===== config.mk =====
export PLATFORM = sky130hd
export DESIGN_NAME = bp_be_loop_inference_scheduler
export DESIGN_NICKNAME = d
export VERILOG_FILES = /design/src/rtl/bp_be_pkg.sv /design/src/rtl/bp_be_li_rr_arb.sv /design/src/rtl/bp_be_loop_inference_scheduler.sv
export SDC_FILE = /design/constraint.sdc
export NUM_CORES = 1
export LEC_CHECK = 0
export CORE_MARGIN = 4
export CORE_UTILIZATION = 39
export CTS_CLUSTER_SIZE = 40
export DETAILED_ROUTE_END_ITERATION = 10
export PLACE_DENSITY = 0.87
export SLEW_MARGIN = 20
export SYNTH_ARGS = -nofsm -noshare
export SYNTH_HDL_FRONTEND = slang
export SYNTH_SLANG_ARGS = --single-unit

===== constraint.sdc =====
create_clock -name clk_i -period 2.47 [get_ports clk_i]
set_input_delay 0.247 -clock clk_i [delete_from_list [all_inputs] [get_ports clk_i]]
set_output_delay 0.247 -clock clk_i [all_outputs]
set_load 0.005 [all_outputs]

===== src/rtl/bp_be_pkg.sv =====
// Shared types for the back-end loop-inference scheduler.
package bp_be_pkg;

  typedef enum logic [1:0] {
    e_li_idle,
    e_li_start,
    e_li_discover,
    e_li_resp
  } bp_be_li_sched_state_e;

endpackage


===== src/rtl/bp_be_li_rr_arb.sv =====
// Combinational round-robin pick: first requester at or after ptr, wrapping.
module bp_be_li_rr_arb
  import bp_be_pkg::*;
#(
  parameter int  num_req_p   = 4,
  localparam int id_width_lp = (num_req_p > 1) ? $clog2(num_req_p) : 1
) (
  input  logic [num_req_p-1:0]   req,
  input  logic [id_width_lp-1:0] ptr,
  output logic [num_req_p-1:0]   grant,
  output logic [id_width_lp-1:0] id
);

  logic [id_width_lp-1:0] idx;
  logic                   found;

  // NOTE: every variable gets a default before the loop so no latch is inferred.
  always_comb begin
    grant = '0;
    id    = '0;
    idx   = '0;
    found = 1'b0;
    for (int i = 0; i < num_req_p; i++) begin
      idx = id_width_lp'((int'(ptr) + i) % num_req_p);
      if (!found && req[idx]) begin
        found      = 1'b1;
        grant[idx] = 1'b1;
        id         = idx;
      end
    end
  end

endmodule


===== src/rtl/bp_be_loop_inference_scheduler.sv =====
// Time-shares one loop-inference unit among striding-load detector slots:
// round-robin grant, discovery handshake, watchdog and valid/ready response.
module bp_be_loop_inference_scheduler
  import bp_be_pkg::*;
#(
  parameter int  num_req_p        = 4,
  parameter int  vaddr_width_p    = 39,
  parameter int  iter_width_p     = 8,
  parameter int  timeout_cycles_p = 1024,
  localparam int id_width_lp      = (num_req_p > 1) ? $clog2(num_req_p) : 1
) (
  input  logic                               clk_i,
  input  logic                               reset_n_i,
  input  logic [num_req_p-1:0]               req_v_i,
  input  logic [num_req_p*vaddr_width_p-1:0] req_pc_i,
  input  logic [num_req_p-1:0]               req_confirm_i,
  output logic [num_req_p-1:0]               grant_o,
  output logic                               li_start_discovery_o,
  output logic [vaddr_width_p-1:0]           li_striding_pc_o,
  output logic                               li_confirm_discovery_o,
  input  logic [iter_width_p-1:0]            li_remaining_iterations_i,
  input  logic                               li_v_i,
  output logic                               li_yumi_o,
  output logic                               resp_v_o,
  output logic [id_width_lp-1:0]             resp_id_o,
  output logic [iter_width_p-1:0]            resp_iterations_o,
  output logic                               resp_timeout_o,
  input  logic                               resp_ready_i,
  output logic                               busy_o,
  output logic                               error_o
);

  localparam int cnt_width_lp = $clog2(timeout_cycles_p + 1);
  localparam logic [cnt_width_lp-1:0] cnt_limit_lp = cnt_width_lp'(timeout_cycles_p);
  localparam logic [cnt_width_lp-1:0] cnt_last_lp  = cnt_width_lp'(timeout_cycles_p - 1);

  bp_be_li_sched_state_e state_q, state_n;

  logic [id_width_lp-1:0]   ptr_q, ptr_n, id_q, arb_id;
  logic [num_req_p-1:0]     arb_grant, grant_q;
  logic [vaddr_width_p-1:0] req_pc_arr [num_req_p];
  logic [vaddr_width_p-1:0] pc_q;
  logic [cnt_width_lp-1:0]  cnt_q;
  logic [iter_width_p-1:0]  iter_q;
  logic confirm_sent_q, confirm_q, timeout_q, error_q;
  logic slot_req, slot_confirm, cancel, timeout_hit;

  for (genvar g = 0; g < num_req_p; g++) begin : g_pc
    assign req_pc_arr[g] = req_pc_i[g*vaddr_width_p +: vaddr_width_p];
  end

  bp_be_li_rr_arb #(.num_req_p(num_req_p)) arb (
    .req   (req_v_i),
    .ptr   (ptr_q),
    .grant (arb_grant),
    .id    (arb_id)
  );

  assign ptr_n        = (arb_id == id_width_lp'(num_req_p - 1)) ? '0 : arb_id + 1'b1;
  assign slot_req     = req_v_i[id_q];
  assign slot_confirm = req_confirm_i[id_q];
  // A confirm in the same cycle as a withdrawal keeps the slot alive.
  assign cancel       = !slot_req && !confirm_sent_q && !slot_confirm;
  assign timeout_hit  = (cnt_q >= cnt_last_lp);

  // NOTE: sequential state uses non-blocking assignments only.
  always_ff @(posedge clk_i or negedge reset_n_i) begin
    if (!reset_n_i) state_q <= e_li_idle;
    else            state_q <= state_n;
  end

  always_comb begin
    state_n = state_q;
    unique case (state_q)
      e_li_idle:     if (|req_v_i) state_n = e_li_start;
      e_li_start:    state_n = e_li_discover;
      e_li_discover: begin
        if (li_v_i)                             state_n = e_li_resp;
        else if (cancel)                        state_n = e_li_idle;
        else if (timeout_hit && !confirm_sent_q) state_n = e_li_resp;
      end
      e_li_resp:     if (resp_ready_i) state_n = e_li_idle;
      default:       state_n = e_li_idle;
    endcase
  end

  always_comb begin
    li_start_discovery_o = 1'b0;
    li_yumi_o            = 1'b0;
    resp_v_o             = 1'b0;
    busy_o               = 1'b1;
    unique case (state_q)
      e_li_idle:     busy_o = 1'b0;
      e_li_start:    li_start_discovery_o = 1'b1;
      e_li_discover: li_yumi_o = li_v_i;
      e_li_resp:     resp_v_o = 1'b1;
      default:       busy_o = 1'b0;
    endcase
  end

  always_ff @(posedge clk_i or negedge reset_n_i) begin
    if (!reset_n_i) begin
      ptr_q          <= '0;
      id_q           <= '0;
      pc_q           <= '0;
      grant_q        <= '0;
      cnt_q          <= '0;
      iter_q         <= '0;
      confirm_sent_q <= 1'b0;
      confirm_q      <= 1'b0;
      timeout_q      <= 1'b0;
      error_q        <= 1'b0;
    end else begin
      grant_q   <= '0;
      confirm_q <= 1'b0;
      unique case (state_q)
        e_li_idle: if (|req_v_i) begin
          grant_q <= arb_grant;
          id_q    <= arb_id;
          pc_q    <= req_pc_arr[arb_id];
          ptr_q   <= ptr_n;
        end
        e_li_start: begin
          cnt_q          <= '0;
          confirm_sent_q <= 1'b0;
        end
        e_li_discover: begin
          if (cnt_q != cnt_limit_lp) cnt_q <= cnt_q + 1'b1;
          if (state_n == e_li_discover && slot_confirm && !confirm_sent_q) begin
            confirm_q      <= 1'b1;
            confirm_sent_q <= 1'b1;
          end
          if (li_v_i) begin
            iter_q    <= li_remaining_iterations_i;
            timeout_q <= 1'b0;
          end else if (!cancel && timeout_hit) begin
            // A confirmed unit cannot be restarted, so only flag it and wait.
            if (confirm_sent_q) error_q <= 1'b1;
            else begin
              iter_q    <= '0;
              timeout_q <= 1'b1;
            end
          end
        end
        default: ;
      endcase
    end
  end

  assign grant_o                = grant_q;
  assign li_striding_pc_o       = pc_q;
  assign li_confirm_discovery_o = confirm_q;
  assign resp_id_o              = id_q;
  assign resp_iterations_o      = iter_q;
  assign resp_timeout_o         = timeout_q;
  assign error_o                = error_q;

endmodule


# Word-level counts from Yosys, hierarchy flattened
# Index checks and enable logic that the tools add are counted.
# Widths: inputs -> output; s select.
# totals
ramBits,0
n_memories,0
out_inout_bits,60
mem_bits_ro,0
wordCells,129
register_bits,72
latch_bits,0
# classes
mux,59
n_reduce_logical,29
n_shift,0
multipliers,0
order_cmp,11
eq_ne,9
n_addsub,5
bitwise,5
div_mod_pow,0
# ops
op,n
$bmux 39 s2,1
$mux 39,2
$mux 4,6
$mux 8,3
$mux 1,23
$pmux 11 s2,1
$mux 2,10
$lt 2x3->1 const B,5
$logic_and 1x1->1,13
$bmux 1 s2,6
$or 4x4->4,3
$add 11x1->11 const B,1
$ge 11x10->1 const B,1
$mux 11,1
$ne 11x11->1 const B,1
$demux 1 s2,4
$eq 2x2->1 const B,4
$ge 2x1->1 const B,4
$pmux 2 s4,1
$logic_not 1->1,7
$ne 2x2->1 const B,3
$reduce_and 2->1,3
$add 2x1->2 const B,2
$add 2x2->2 const B,2
other kinds (10),11

# Logic depth before layout (Yosys ltp)
# depth
word_depth,16
mapped_depth,12
ltp_nobuf,8

# Hierarchy
# A second synthesis with hierarchy kept.
# unflattened
cells_unflattened,334
area_unflattened_um2,4405.5
# by_module_without_submodules
module,cells_each,instances,area_each_um2,seq_area_each_um2
bp_be_loop_inference_scheduler,286,1,3966.3,1801.7
bp_be_li_rr_arb,48,1,439.2,0.0

# Worst setup path before layout
# OpenSTA, ideal clock, no wires.
# synth_timing
path_kind,flip-flop to flip-flop
startpoint,register with a tool-made name
endpoint,register pc_q[17] (netlist: li_striding_pc_o[17])
slack_ns,-0.087
arrival_time_ns,2.416
stages_incl_launch_ff,12
period_less_slack_ns,2.557
setup_ns,0.141
path_cell_list,dfrtp_1 buf_4 inv_1 ha_1 mux4_2 nor2b_4 o21ai_1 buf_4 buf_4 o22a_1 o221ai_1 a31oi_1
# synth_lines
item,line,rtl
end signal: assignment,bp_be_loop_inference_scheduler.sv:120,pc_q <= req_pc_arr[arb_id];
end: declaration,bp_be_loop_inference_scheduler.sv:42,logic [vaddr_width_p-1:0] pc_q;

==> reports/metrics.yaml <==
outcome:
  outcome: "finished clean"
place:
  placed_area_sq_mm: 0.008309
  dpl.hpwl_microns: 14900
  numPortBuffers: 235
  gp_congestion: 0.9629
global_routing:
  antenna_found_initial: 0
  grt_pass1_wl_microns: 32650
  grt_max_degree: 48
  track_usage_pct: 24.95
  globalRouteOverflowTotal: 0
  grt_pass1_vias: 6372
power_and_ir_drop:
  cellPowerDensity_mw_per_mm2: 1175
  leakage_uw: 0.003663
  ir_drop_mv: 0.6249
  total_power_uw: 10250
drt:
  viasPerCell: 5.661
  ant_nets: 0
  first_pass_iters: 5
  drc: 0
  vias: 6357
  drtIter0Drc: 464
  wl_microns: 20370
  wl_per_cell_microns: 18.14
critical_path:
  end_kind: "register"
  crit_arrival_ns: 2.59
  worstSetupPathType: "reg -> reg"
  path_cells: "buf_8 > mux4_2 > nor2b_4 > or2_4 > buf_12 > o22a_1 > o221ai_1 > a31oi_1"
  slowest_stage: "mux4_2"
  critPathRequiredTime_ns: 2.72
  slowest_delay_ns: 0.61
  cp-start-kind: "register"
  path_max_fanout: 31
final_layout:
  final_cell_mix: "clkdlybuf4s50_1, nand2_1, inv_1"
  areaGrowthSynthToFinish_pct: 58.10
  finish.net_count: 1124
  multiInputGateArea_sq_mm: 0.003120
  register_area_sq_mm: 0.001804
  design_area_sq_mm: 0.008723
  final_common_cell: "clkdlybuf4s50_1"
  antenna_cells: 0
  drive_above_1_share_pct: 9.438
  nFillCells: 1121
sta:
  fmax_mhz: 428.4
  rsz0062_at_grt: "no"
  fin_crit_ns: 2.334
  slew_headroom_pct: 54.65
  setup_tns_ns: 0
  finalSetupViolations: 0
  report.final.slew_viol_count: 0
  skew_ns: 0.006224
  finalHoldViolations: 0
  finalCritPeriodShare_pct: 94.51
  tightest_slew_ns: 0.6803
yosys:
  ys_seq_area_share_pct: 32.65
  synth-warning-count: 0
  syn_avg_cell_area_sq_um: 7.849
  yosysUniqueCellTypes: 55
  ys_ff_latch: 72
  synth_flop_cell: "dfrtp_1"
  syn_inst: 703
  synthesis.nets: 889
  syn-cell-area_sq_mm: 0.005518
  synth-edff-count: 0
  async_flop_share_pct: 100.0
clocking:
  clock_path_buffers: 2
  cts_buffers: 9
  root_buffer: "clkbuf_16"
  postCtsSetupBuffers: 0
  cts_tree: "yes"
  cts.htree.levels: 3
  clock_latency_ns: 0.34
  clkTransAtPathRegs_ns: 0.06
  clock-sinks: 72
die:
  num_io_pins: 236
  dieWidth_microns: 126.9
  start_util_pct: 39.75
  core_region_area_sq_mm: 0.01388
  die_h_microns: 126.9
  die_area_sq_mm: 0.01612
  rows: 43
flow_run:
  cap_violations: 0
min_path:
  hold_path.class: "in -> reg"
  hold_start: "req_pc_i[28]"
## area by class of cell
class                   instances  share of cell area [%]
inverters                      87                   3.744
clock buffers                  10                   2.625
clock inverters                 6                   1.779
flip-flops and latches         72                   20.68
multi-input cells             481                   35.77
repair buffers                287                   32.82
well taps                     180                   2.582
## cell usage after synthesis, drive strengths merged (3+ instances only)
library cell  instances  area share [%]
nand2                95             6.5
nor4                  3            0.34
inv                  87             5.9
a22o                  9             1.4
a221oi                4            0.63
mux4                  5             2.0
buf                  29             3.7
nor3                  7            0.63
or2                   3            0.39
nand2b                7            0.79
clkbuf               34             2.3
nor2                 61             4.1
o211ai               41             5.6
o21ai                51             4.8
nor2b                 3            0.48
a22oi                 4            0.54
o22ai                 3            0.34
ha                   10             2.3
nand3                11             1.0
a31oi                42             4.8
a21oi                 9            0.82
mux2i                 5            0.91
o22a                 37             5.9
o221ai               38             6.0
dfrtp                72              33
xor2                  4            0.63
## report_power, final
| group | total, uW | switching [uW] | internal (uW) |
|---|---|---|---|
| clock | 1730 | 544 | 1190 |
| sequential | 2050 | 352 | 1690 |
| combinational | 6470 | 3340 | 3130 |
## cell families after synthesis
group / after synthesis / share of synthesized area [%]
multiplexers: 12 / 3.356
adder cells (fa/ha/maj): 10 / 2.268
XOR/XNOR: 4 / 0.6349
AND/OR/NAND/NOR: 201 / 15.85
AO/OA/AOI/OAI: 254 / 33.31
buffers and inverters: 150 / 11.93
flip-flops: 72 / 32.65
## stage by stage
step	util, %	std cells	hold slack, ns	setup slack, ns
2_1_floorplan	-	703	-0.04859	0.02590
3_3_place_gp	59.86	1106	0.3274	-0.01498
3_5_place_dp	59.86	1106	0.3247	-0.08105
4_1_cts	62.70	1123	0.4425	0.05049
5_1_grt	62.84	1123	0.4558	0.01218
6_report	62.84	1123	0.4535	0.1356
## timing repair
action | CTS | global route
resized for setup | 0 | 4
setup endpoints to repair | 0 | 38
endpoints found under the hold margin | 45 | 0
hold buffers | 1 | 0
## layer usage
layer	vias up	part of all wire (%)	GRT usage [%]
met4	0	4.3	12.11
met2	340	47	41.53
met3	67	7.6	4.716
met5	-	0	0
met1	2935	41	31.05
li1	3015	-	-
## sequential cells by signal, indices dropped and copies added, names as in the netlist, named ones only
signal and cells:
li_striding_pc_o 39, cnt_q 11, resp_iterations_o 8, grant_o 4, resp_id_o 2, state_q 2
confirm_sent_q 1, error_o 1, li_confirm_discovery_o 1, ptr_q 1, resp_timeout_o 1
## path summary, 6_finish.rpt
check | end | slack (ns) | cells after the start
hold reg to reg | error_o$_DFFE_PN0P_ | 0.47 | 1
setup / recovery | li_striding_pc_o[24]$_DFFE_PN0P_ | 0.14 | 8
setup reg to reg | li_striding_pc_o[24]$_DFFE_PN0P_ | 0.14 | 8
min in group asynchronous | li_striding_pc_o[38]$_DFFE_PN0P_ | 0.49 | 2
max in group asynchronous | li_striding_pc_o[20]$_DFFE_PN0P_ | 1.30 | 3
hold / removal | li_striding_pc_o[28]$_DFFE_PN0P_ | 0.45 | 3
## worst max-delay path: cells and delay by family (launching register included)
family                 cells  cell delay [ns]
AO/OA/AOI/OAI              3             0.44
buffers and inverters      2             0.40
flip-flops                 1             0.39
multiplexers               1             0.61
AND/OR/NAND/NOR            2             0.38
Note: power is estimated with default switching activity, not from simulation.
